--- config.mk ---
export PLATFORM = sky130hd
export DESIGN_NAME = uart_cmd_responder
export DESIGN_NICKNAME = d
export VERILOG_FILES = /design/src/rtl/uart_cmd_responder.sv
export SDC_FILE = /design/constraint.sdc
export NUM_CORES = 1
export LEC_CHECK = 0
export ABC_AREA = 1
export CORE_MARGIN = 8
export CORE_UTILIZATION = 54
export DETAILED_ROUTE_END_ITERATION = 10
export MAX_ROUTING_LAYER = met4
export PLACE_DENSITY = 0.81
export SYNTH_ARGS = -nofsm -noshare
export SYNTH_HDL_FRONTEND = slang
export SYNTH_SLANG_ARGS = --single-unit
--- constraint.sdc ---
create_clock -name clk -period 8.9 [get_ports clk]
set_input_delay 2.67 -clock clk [delete_from_list [all_inputs] [get_ports clk]]
set_output_delay 2.67 -clock clk [all_outputs]
set_load 0.03 [all_outputs]
--- src/rtl/uart_cmd_responder.sv ---
// Parses 'W' addr data / 'R' addr byte commands into a local register file and answers each command with one byte.
// Response tx_send is combinational from LOAD so it lands one cycle after the final command byte edge.
module uart_cmd_responder #(
    parameter int ADDR_W      = 4,
    parameter int TIMEOUT_CYC = 100000
) (
    input  logic                        clk,
    input  logic                        rst,
    input  logic [7:0]                  rx_data,
    input  logic                        rx_ready,
    output logic [7:0]                  tx_data,
    output logic                        tx_send,
    input  logic                        tx_busy,
    output logic [8*(2**ADDR_W)-1:0]    regs_flat,
    output logic                        overrun,
    output logic                        timeout
);

    localparam int NREGS = 2**ADDR_W;

    localparam logic [2:0] S_IDLE     = 3'd0;
    localparam logic [2:0] S_GET_ADDR = 3'd1;
    localparam logic [2:0] S_GET_DATA = 3'd2;
    localparam logic [2:0] S_LOAD     = 3'd3;
    localparam logic [2:0] S_WAIT_HI  = 3'd4;
    localparam logic [2:0] S_WAIT_LO  = 3'd5;

    localparam logic [7:0] CH_W    = 8'h57;
    localparam logic [7:0] CH_R    = 8'h52;
    localparam logic [7:0] CH_K    = 8'h4B;
    localparam logic [7:0] CH_QM   = 8'h3F;
    localparam logic [7:0] CH_BANG = 8'h21;

    logic [2:0]         state;
    logic               rx_ready_q;
    logic               new_byte;
    logic               cmd_wr;
    logic               addr_ok_q;
    logic [ADDR_W-1:0]  addr_q;
    logic [31:0]        idle_cnt;
    logic [7:0]         regs [NREGS];
    logic               rx_addr_ok;

    assign new_byte   = rx_ready && !rx_ready_q;
    assign rx_addr_ok = ((rx_data >> ADDR_W) == 8'd0);
    assign tx_send    = (state == S_LOAD) && !tx_busy;

    for (genvar g = 0; g < NREGS; g++) begin : g_flat
        assign regs_flat[8*g +: 8] = regs[g];
    end

    always_ff @(posedge clk or posedge rst) begin
        if (rst) begin
            state      <= S_IDLE;
            rx_ready_q <= 1'b0;
            cmd_wr     <= 1'b0;
            addr_ok_q  <= 1'b0;
            addr_q     <= '0;
            idle_cnt   <= '0;
            tx_data    <= 8'h00;
            overrun    <= 1'b0;
            timeout    <= 1'b0;
            for (int i = 0; i < NREGS; i++) begin
                regs[i] <= 8'h00;
            end
        end else begin
            rx_ready_q <= rx_ready;
            timeout    <= 1'b0;
            case (state)
                S_IDLE: begin
                    if (new_byte) begin
                        idle_cnt <= '0;
                        cmd_wr   <= (rx_data == CH_W);
                        if (rx_data == CH_W || rx_data == CH_R) begin
                            state <= S_GET_ADDR;
                        end else begin
                            tx_data <= CH_QM;
                            state   <= S_LOAD;
                        end
                    end
                end
                S_GET_ADDR, S_GET_DATA: begin
                    // A byte arriving on the expiry cycle takes priority over the timeout.
                    if (new_byte) begin
                        idle_cnt <= '0;
                        if (state == S_GET_ADDR) begin
                            addr_q    <= rx_data[ADDR_W-1:0];
                            addr_ok_q <= rx_addr_ok;
                            if (cmd_wr) begin
                                state <= S_GET_DATA;
                            end else begin
                                tx_data <= rx_addr_ok ? regs[rx_data[ADDR_W-1:0]] : CH_BANG;
                                state   <= S_LOAD;
                            end
                        end else begin
                            if (addr_ok_q) begin
                                regs[addr_q] <= rx_data;
                            end
                            tx_data <= addr_ok_q ? CH_K : CH_BANG;
                            state   <= S_LOAD;
                        end
                    end else if (idle_cnt == 32'(TIMEOUT_CYC - 1)) begin
                        timeout <= 1'b1;
                        state   <= S_IDLE;
                    end else begin
                        idle_cnt <= idle_cnt + 32'd1;
                    end
                end
                S_LOAD: begin
                    if (!tx_busy) begin
                        state <= S_WAIT_HI;
                    end
                end
                // The transmitter only raises busy on its next baud tick, so wait to see it high first.
                S_WAIT_HI: begin
                    if (tx_busy) begin
                        state <= S_WAIT_LO;
                    end
                end
                S_WAIT_LO: begin
                    if (!tx_busy) begin
                        state <= S_IDLE;
                    end
                end
                default: state <= S_IDLE;
            endcase
            if (new_byte && (state == S_LOAD || state == S_WAIT_HI || state == S_WAIT_LO)) begin
                overrun <= 1'b1;
            end
        end
    end

endmodule

---- Word-level counts from Yosys, hierarchy flattened ----
Index checks and enable logic that the tools add are counted.
storage, ports and cells
  register bits after elaboration ......... 180
  input bits .............................. 12
  output and inout bits ................... 139
  logic and storage cells ................. 99
cells by class
  add/sub/neg operators ................... 1
  $lt $le $gt $ge ......................... 3
  equality and inequality tests ........... 17
  muxes and demuxes ....................... 31
  bitwise logic cells ..................... 3
  reduce and logical (&&, ||, !) cells .... 19
operators by type and width
  cell                     count
  $bwmux W128              1
  $mux W32                 3
  $mux W8                  9
  $pmux W32 S2             1
  $add A32 B1 Y32 const B  1
  $bmux W8 S4              1
  $demux W8 S4             1
  $eq A32 B17 Y1 const B   1
  $mux W3                  7
  $eq A8 B7 Y1 const B     2
  $pmux W8 S2              1
  $pmux W3 S5              1
  $ne A2 B2 Y1 const B     6
  $ge A5 B5 Y1 const B     2
  $not A4 Y5               2
  $reduce_and A5 Y1        2
  $ne A3 B3 Y1 const B     3
  $logic_not A8 Y1         1
  $mux W7                  1
  $eq A3 B2 Y1 const B     2
  $eq A3 B3 Y1 const B     2
  $reduce_and A3 Y1        2
  $lt A5 B1 Y1 const B     1
  $logic_and A1 B1 Y1      4
  other kinds (11)         17

---- Longest topological paths before layout ----
Gate-level depths: netlist (run 1).
  depth after elaboration ................. 9
  gate-level depth with buffers ........... 14
  depth with buffers taken out ............ 13

---- Worst setup path after synthesis (run 1) ----
Ideal clock, no wire load.
  path type ............................... input to output
  start ................................... input port tx_busy
  end ..................................... output port tx_send
  arrival time ............................ 3,083 ps
  data required time ...................... 6,230 ps
  path slack .............................. 3,147 ps
  cell stages on the path ................. 1
  buffers on the path ..................... 0
  cells stage by stage .................... nor2_1
between the ends
  longest elaborated chain between the ends .. 2
ends and longest elaborated chain
  item                 RTL line  RTL
  start: declaration   13        input logic tx_busy,
  $logic_not A1 Y1     -
  $logic_and A1 B1 Y1  46        assign tx_send = (state == S_LOAD) && !tx_busy;
  end: declaration     12        output logic tx_send,
Every way passes these cells.

---- Worst setup path after layout (run 1) ----
Same ends and word-level chain as after synthesis.

==> run metrics, run 1 <==
synth warn=0; Via-to-Cell Ratio=5.699; I/O Pins=151; CP endpoint kind=output pin; Arr. time, crit path=between 3 and 4 ns; Worst-Margin Slew=1.054 ns; die area=approximately 22000 µm²; Crit path required time=6.23 ns; synthesized flop and latch total=180; Worst Hold Class=reg2reg; syn_area_per_cell=roughly 7.6 µm²; Mapped Nets=1233; FILL cells=between 1000 and 1500; DR WL met2=14110 µm; drt wl/cell=18.82 µm; final WL=29650 µm; core footprint=17060 µm²; nets@finish=approximately 1400; CTS tree=done; layout cells sized above 1=~6.4%; Root Buffer=clkbuf_16; # diodes=0; worst setup path category=in2out; count of cell types in the netlist=34; final worst path period need=6.581 ns; Setup Fix Bufs, Post-CTS=0; max cap viols=0; PwrDens=207.0 nW/µm²; Final setup viols=0; initial antenna violation count=0; width of the die=147.4 µm; Pins Over Slew Limit=0; layout overhead on the synthesized area=22.80%; peak supply drop=0.0001518 V; CTS H-tree lvls=4; WL met1=12340 µm; detailed-route via count=8976; cell count after synthesis=1220; DRC Markers=0; placed cell areas=about 11000 µm²; DR top layer=met4; Final Hold Viols=0; Skew-Pair Late Insertion Delay=0.44 ns; die height=147.4 µm; met3 WL=2175 µm; cell area after synthesis=9319 µm²; outcome=complete, no violations; # resized after CTS=0; commonest non-fill, non-tap cell in the layout=nand2_1; power after layout=~2.4 mW; Total GRT Usage=approximately 28%; DRT iter0 DRCs=814; Initial Util=between 50% and 60%; Clock Pin Slew Worst Setup and Hold Paths=0.07 ns; number of port buffers=150; unrepaired setup endpoints after global routing=no; Tcrit/Tclk final=roughly three quarters; register area share after synthesis=about half; Final TNS setup=0 ns; Sink Count=180; DRT Pass-1 Iters=6; global route overflow=0; clock skew=approximately 0.014 ns; Fmax=between 150 and 200 MHz; Pleak=5.159 nW; CTS Buffer Depth=2; most frequent cells in the layout=nand2_1, dfrtp_1, clkdlybuf4s50_1, o21ai_1, inv_1; hold slack=0.4890 ns; crit start category=input port; final instance area=11440 µm²; # rows=48; GPL Wtd Cong=approximately 0.96; hold buffer count at CTS=0; largest net degree at the start of global routing=109; number of global-route vias before repair=8539; Slew HR=29.76%; Detail Route Antenna Nets=0; first-pass GRT wire length=46750 µm; CP Max Fanout=3; post-DP HPWL=~21000 µm; CTS Buf Count=17
[power breakdown]
part           switching [mW]  internal, mW
clock network           0.363         0.428
logic                   0.434         0.177
registers              0.0792         0.889
[critical path, stage by stage]
cell and delay (ns):
clkdlybuf4s50_1 0.45, nor2_1 0.12, clkdlybuf4s50_1 0.67
[cell usage after synthesis, drive strengths merged]
master	n	area (µm²)
nand2	434	1724
o21ai	186	972.2
dfrtp	180	4504
inv	100	377.9
nor2	94	427.9
nand3	74	370.4
nand4	44	300.3
clkbuf	32	121.4
buf	23	187.7
nor3	16	80.08
a21oi	9	48.80
o211ai	9	67.56
or2	7	43.79
a22oi	4	30.03
clkinv	2	7.510
o21bai	2	15.01
a21boi	1	7.510
ha	1	12.51
mux2	1	11.26
o2111ai	1	8.760
[per-stage QoR]
stage / utilization (%) / instances / setup WS (ns)
detailed placement: 63.50 / 1544 / 2.308
finish: 67.09 / 1575 / 2.319
global placement: 63.50 / 1544 / 2.331
global route: 67.09 / 1575 / 2.270
CTS: 67.09 / 1575 / 2.304
floorplan: - / 1220 / 1.343
[registers in the layout, indices dropped and copies added (netlist names)]
name	cells
addr_ok_q	1
addr_q	4
cmd_wr	1
idle_cnt	32
overrun	1
regs_flat	128
rx_ready_q	1
state	3
timeout	1
tx_data	8
[final timing paths]
check,from,end,slack [ns],depth (start not counted)
min reg2reg,tx_data[7],tx_data[7],0.49,2
max in group asynchronous,rst,regs_flat[59],4.50,3
max reg2reg,idle_cnt[0],idle_cnt[4],6.08,9
max,tx_busy,tx_send,2.32,3
min in group asynchronous,rst,regs_flat[110],2.84,2
min,tx_data[7],tx_data[7],0.49,2
[cells by family (layout without fill, tap and decap cells)]
family	count (synthesis)	count (layout)	share of synthesized area, %
flip-flops	180	180	48.34
adder cells (fa/ha/maj)	1	1	0.1342
AO/OA/AOI/OAI	212	212	12.34
AND/OR/NAND/NOR	669	669	31.62
multiplexers	1	1	0.1208
buffers and inverters	157	287	7.452
[routing by layer]
layer | global-route usage (%) | up-vias
met5 | - | -
met3 | 4.922 | 72
li1 | - | 4219
met1 | 35.75 | 4274
met2 | 44.47 | 411
met4 | 10.40 | 0
[layout make-up]
| type | instances | area, µm² | area share [%] |
|---|---|---|---|
| Clock buffer | 17 | 425.4 | 3.717 |
| Clock inverter | 14 | 187.7 | 1.640 |
| Inverter | 102 | 390.4 | 3.411 |
| Multi-Input combinational cell | 883 | 4123 | 36.03 |
| Sequential cell | 180 | 4504 | 39.36 |
| Tap cell | 225 | 281.5 | 2.460 |
| Timing Repair Buffer | 154 | 1531 | 13.38 |
No activity file was read; power rests on OpenSTA's default activity.
==> inputs of run 2 (changes only) <==
Clock period 8.9 ns to 6.3 ns, I/O delays scaled along.
==> run 2 against run 1 <==
Net effect:
- core utilization grew 0.073 points
- flip-flop and latch count is the same
- clock skew shrank 0.0016 ns
- critical path type unchanged
- largest cell class unchanged
- highest routed layer unchanged
==> run metrics, run 2 (synthesis gave the netlist of run 1 again) <==
outcome=complete, no violations; max cap viols=0; final WL=29490 µm; Tcrit/Tclk final=between 80% and 90%; hold buffer count at CTS=0; Clock Pin Slew Worst Setup and Hold Paths=0.07 ns; die area=21720 µm²; core footprint=17060 µm²; footprint of the multi-input gates=4123 µm²; DRT Pass-1 Iters=7; Total GRT Usage=28.16%; Via-to-Cell Ratio=5.706; Max stage delay cell, worst path=clkdlybuf4s50_1; die height=147.4 µm; Final setup viols=0; DRT iter0 DRCs=929; crit path cell chain=clkdlybuf4s50_1 > nor2_1 > clkdlybuf4s50_1; drt wl/cell=18.68 µm; CP endpoint kind=output pin; clock skew=0.01220 ns; slowest cell delay on critical path=0.68 ns; Post-Layout Cell Count=1579; largest net degree at the start of global routing=181; Buf/Inv on CP=2; Sw Ratio=38.03%; CTS Buffer Depth=2; initial antenna violation count=1; DRC Markers=0; PwrDens=288.9 nW/µm²; Pins Over Slew Limit=0; Setup WS pre-CTS=1.242 ns; worst setup path category=in2out; Skew-Pair Late Insertion Delay=0.45 ns; Top delay family on crit path=buffers and inverters; GPL Wtd Cong=0.9340; Worst Hold Class=reg2reg; CTS tree=done; final worst path period need=5.058 ns; nets@finish=1353; layout cells sized above 1=roughly 6.6%; post-DP HPWL=20220 µm; global route overflow=0; Sink Count=180; I/O Pins=about 150; most frequent CP cell=clkdlybuf4s50_1; Clk pwr share=32.6%; Comb pwr share=26.2%; most frequent cells in the layout=nand2_1, dfrtp_1, clkdlybuf4s50_1, o21ai_1, inv_1; first-pass GRT wire length=46980 µm; CP Max Fanout=3; Detail Route Antenna Nets=0; utilization after layout=67.17%; Initial Util=54.64%; FILL cells=1423; layout overhead on the synthesized area=22.93%; Crit path required time=4.41 ns; Final TNS setup=0 ns; Cells after DPL=1546; commonest non-fill, non-tap cell in the layout=nand2_1; NetSw=1.259 mW; # rows=48; Int Pwr=2.051 mW; peak supply drop=0.0002427 V; Fmax=197.7 MHz; # resized after CTS=0; Seq pwr share=41.2%; Root Buffer=clkbuf_16; CTS Buf Count=17; Slew HR=32.37%; detailed-route via count=9009; Arr. time, crit path=3.17 ns; crit start category=input port; worst setup margin=1.242 ns; Pleak=5.162 nW; number of global-route vias before repair=8614; Worst-Margin Slew=between 1 and 1.5 ns; unrepaired setup endpoints after global routing=no; FF/Latch Area=4504 µm²; max FFs per register=128; Setup Fix Bufs, Post-CTS=0; Final Hold Viols=0; CTS H-tree lvls=4; number of port buffers=150; width of the die=147.4 µm
-- run 2: area by class of cell --
cell class              instances  share of cell area (%)
diodes                          1                 0.02184
clock buffers                  18                   3.834
clock inverters                14                   1.376
inverters                     102                   3.397
multi-input cells             883                   35.99
flip-flops and latches        180                   39.32
well taps                     225                   2.457
repair buffers                156                   13.61
-- run 2: layer usage --
| layer | vias to the layer above | wire length [µm] | track usage [%] |
|---|---|---|---|
| met5 | - | 0 | - |
| met4 | 0 | 1022 | 13.05 |
| met3 | 67 | 2264 | 4.091 |
| met2 | 432 | 14110 | 43.19 |
| met1 | 4296 | 12100 | 36.42 |
| li1 | 4214 | - | - |
-- run 2: worst register-to-register path, stage by stage, from the launching register on --
cell and delay, ns:
dfrtp_1 0.47, ha_1 0.26, nand2_1 0.11, nor2_1 0.25
nand4_1 0.12, nor2_1 0.25, nand3_1 0.16, nand2_2 0.39
inv_1 0.38, o21ai_0 0.30
-- run 2: worst paths after layout --
path / from / end / slack, ns / depth (start not counted)
worst max register to register: idle_cnt[0] / idle_cnt[25] / 3.51 / 9
worst min register to register: overrun / overrun / 0.48 / 1
worst min-delay path: overrun / overrun / 0.48 / 1
worst max-delay path: tx_busy / tx_send / 1.24 / 3
min in group asynchronous: rst / regs_flat[102] / 2.07 / 3
max in group asynchronous: rst / regs_flat[125] / 3.50 / 3
-- run 2: per-stage QoR --
stage | hold WS [ns] | area (µm²) | power (mW)
after floorplan | 0.4678 | 9323 | 1.947
after global placement | 0.4604 | 10860 | 2.228
after detailed placement | 0.4710 | 10860 | 2.243
after CTS | 0.4896 | 11450 | 3.308
after global routing | 0.5131 | 11460 | 3.455
final | 0.4843 | 11460 | 3.309
-- run 2: power groups by stage --
stage / Combinational, mW / Clock (mW) / Sequential (mW)
floorplan: 0.464 / 0 / 1.48
global placement: 0.848 / 0 / 1.38
detailed placement: 0.861 / 0 / 1.38
CTS: 0.868 / 1.08 / 1.36
global route: 0.950 / 1.13 / 1.38
finish: 0.867 / 1.08 / 1.36
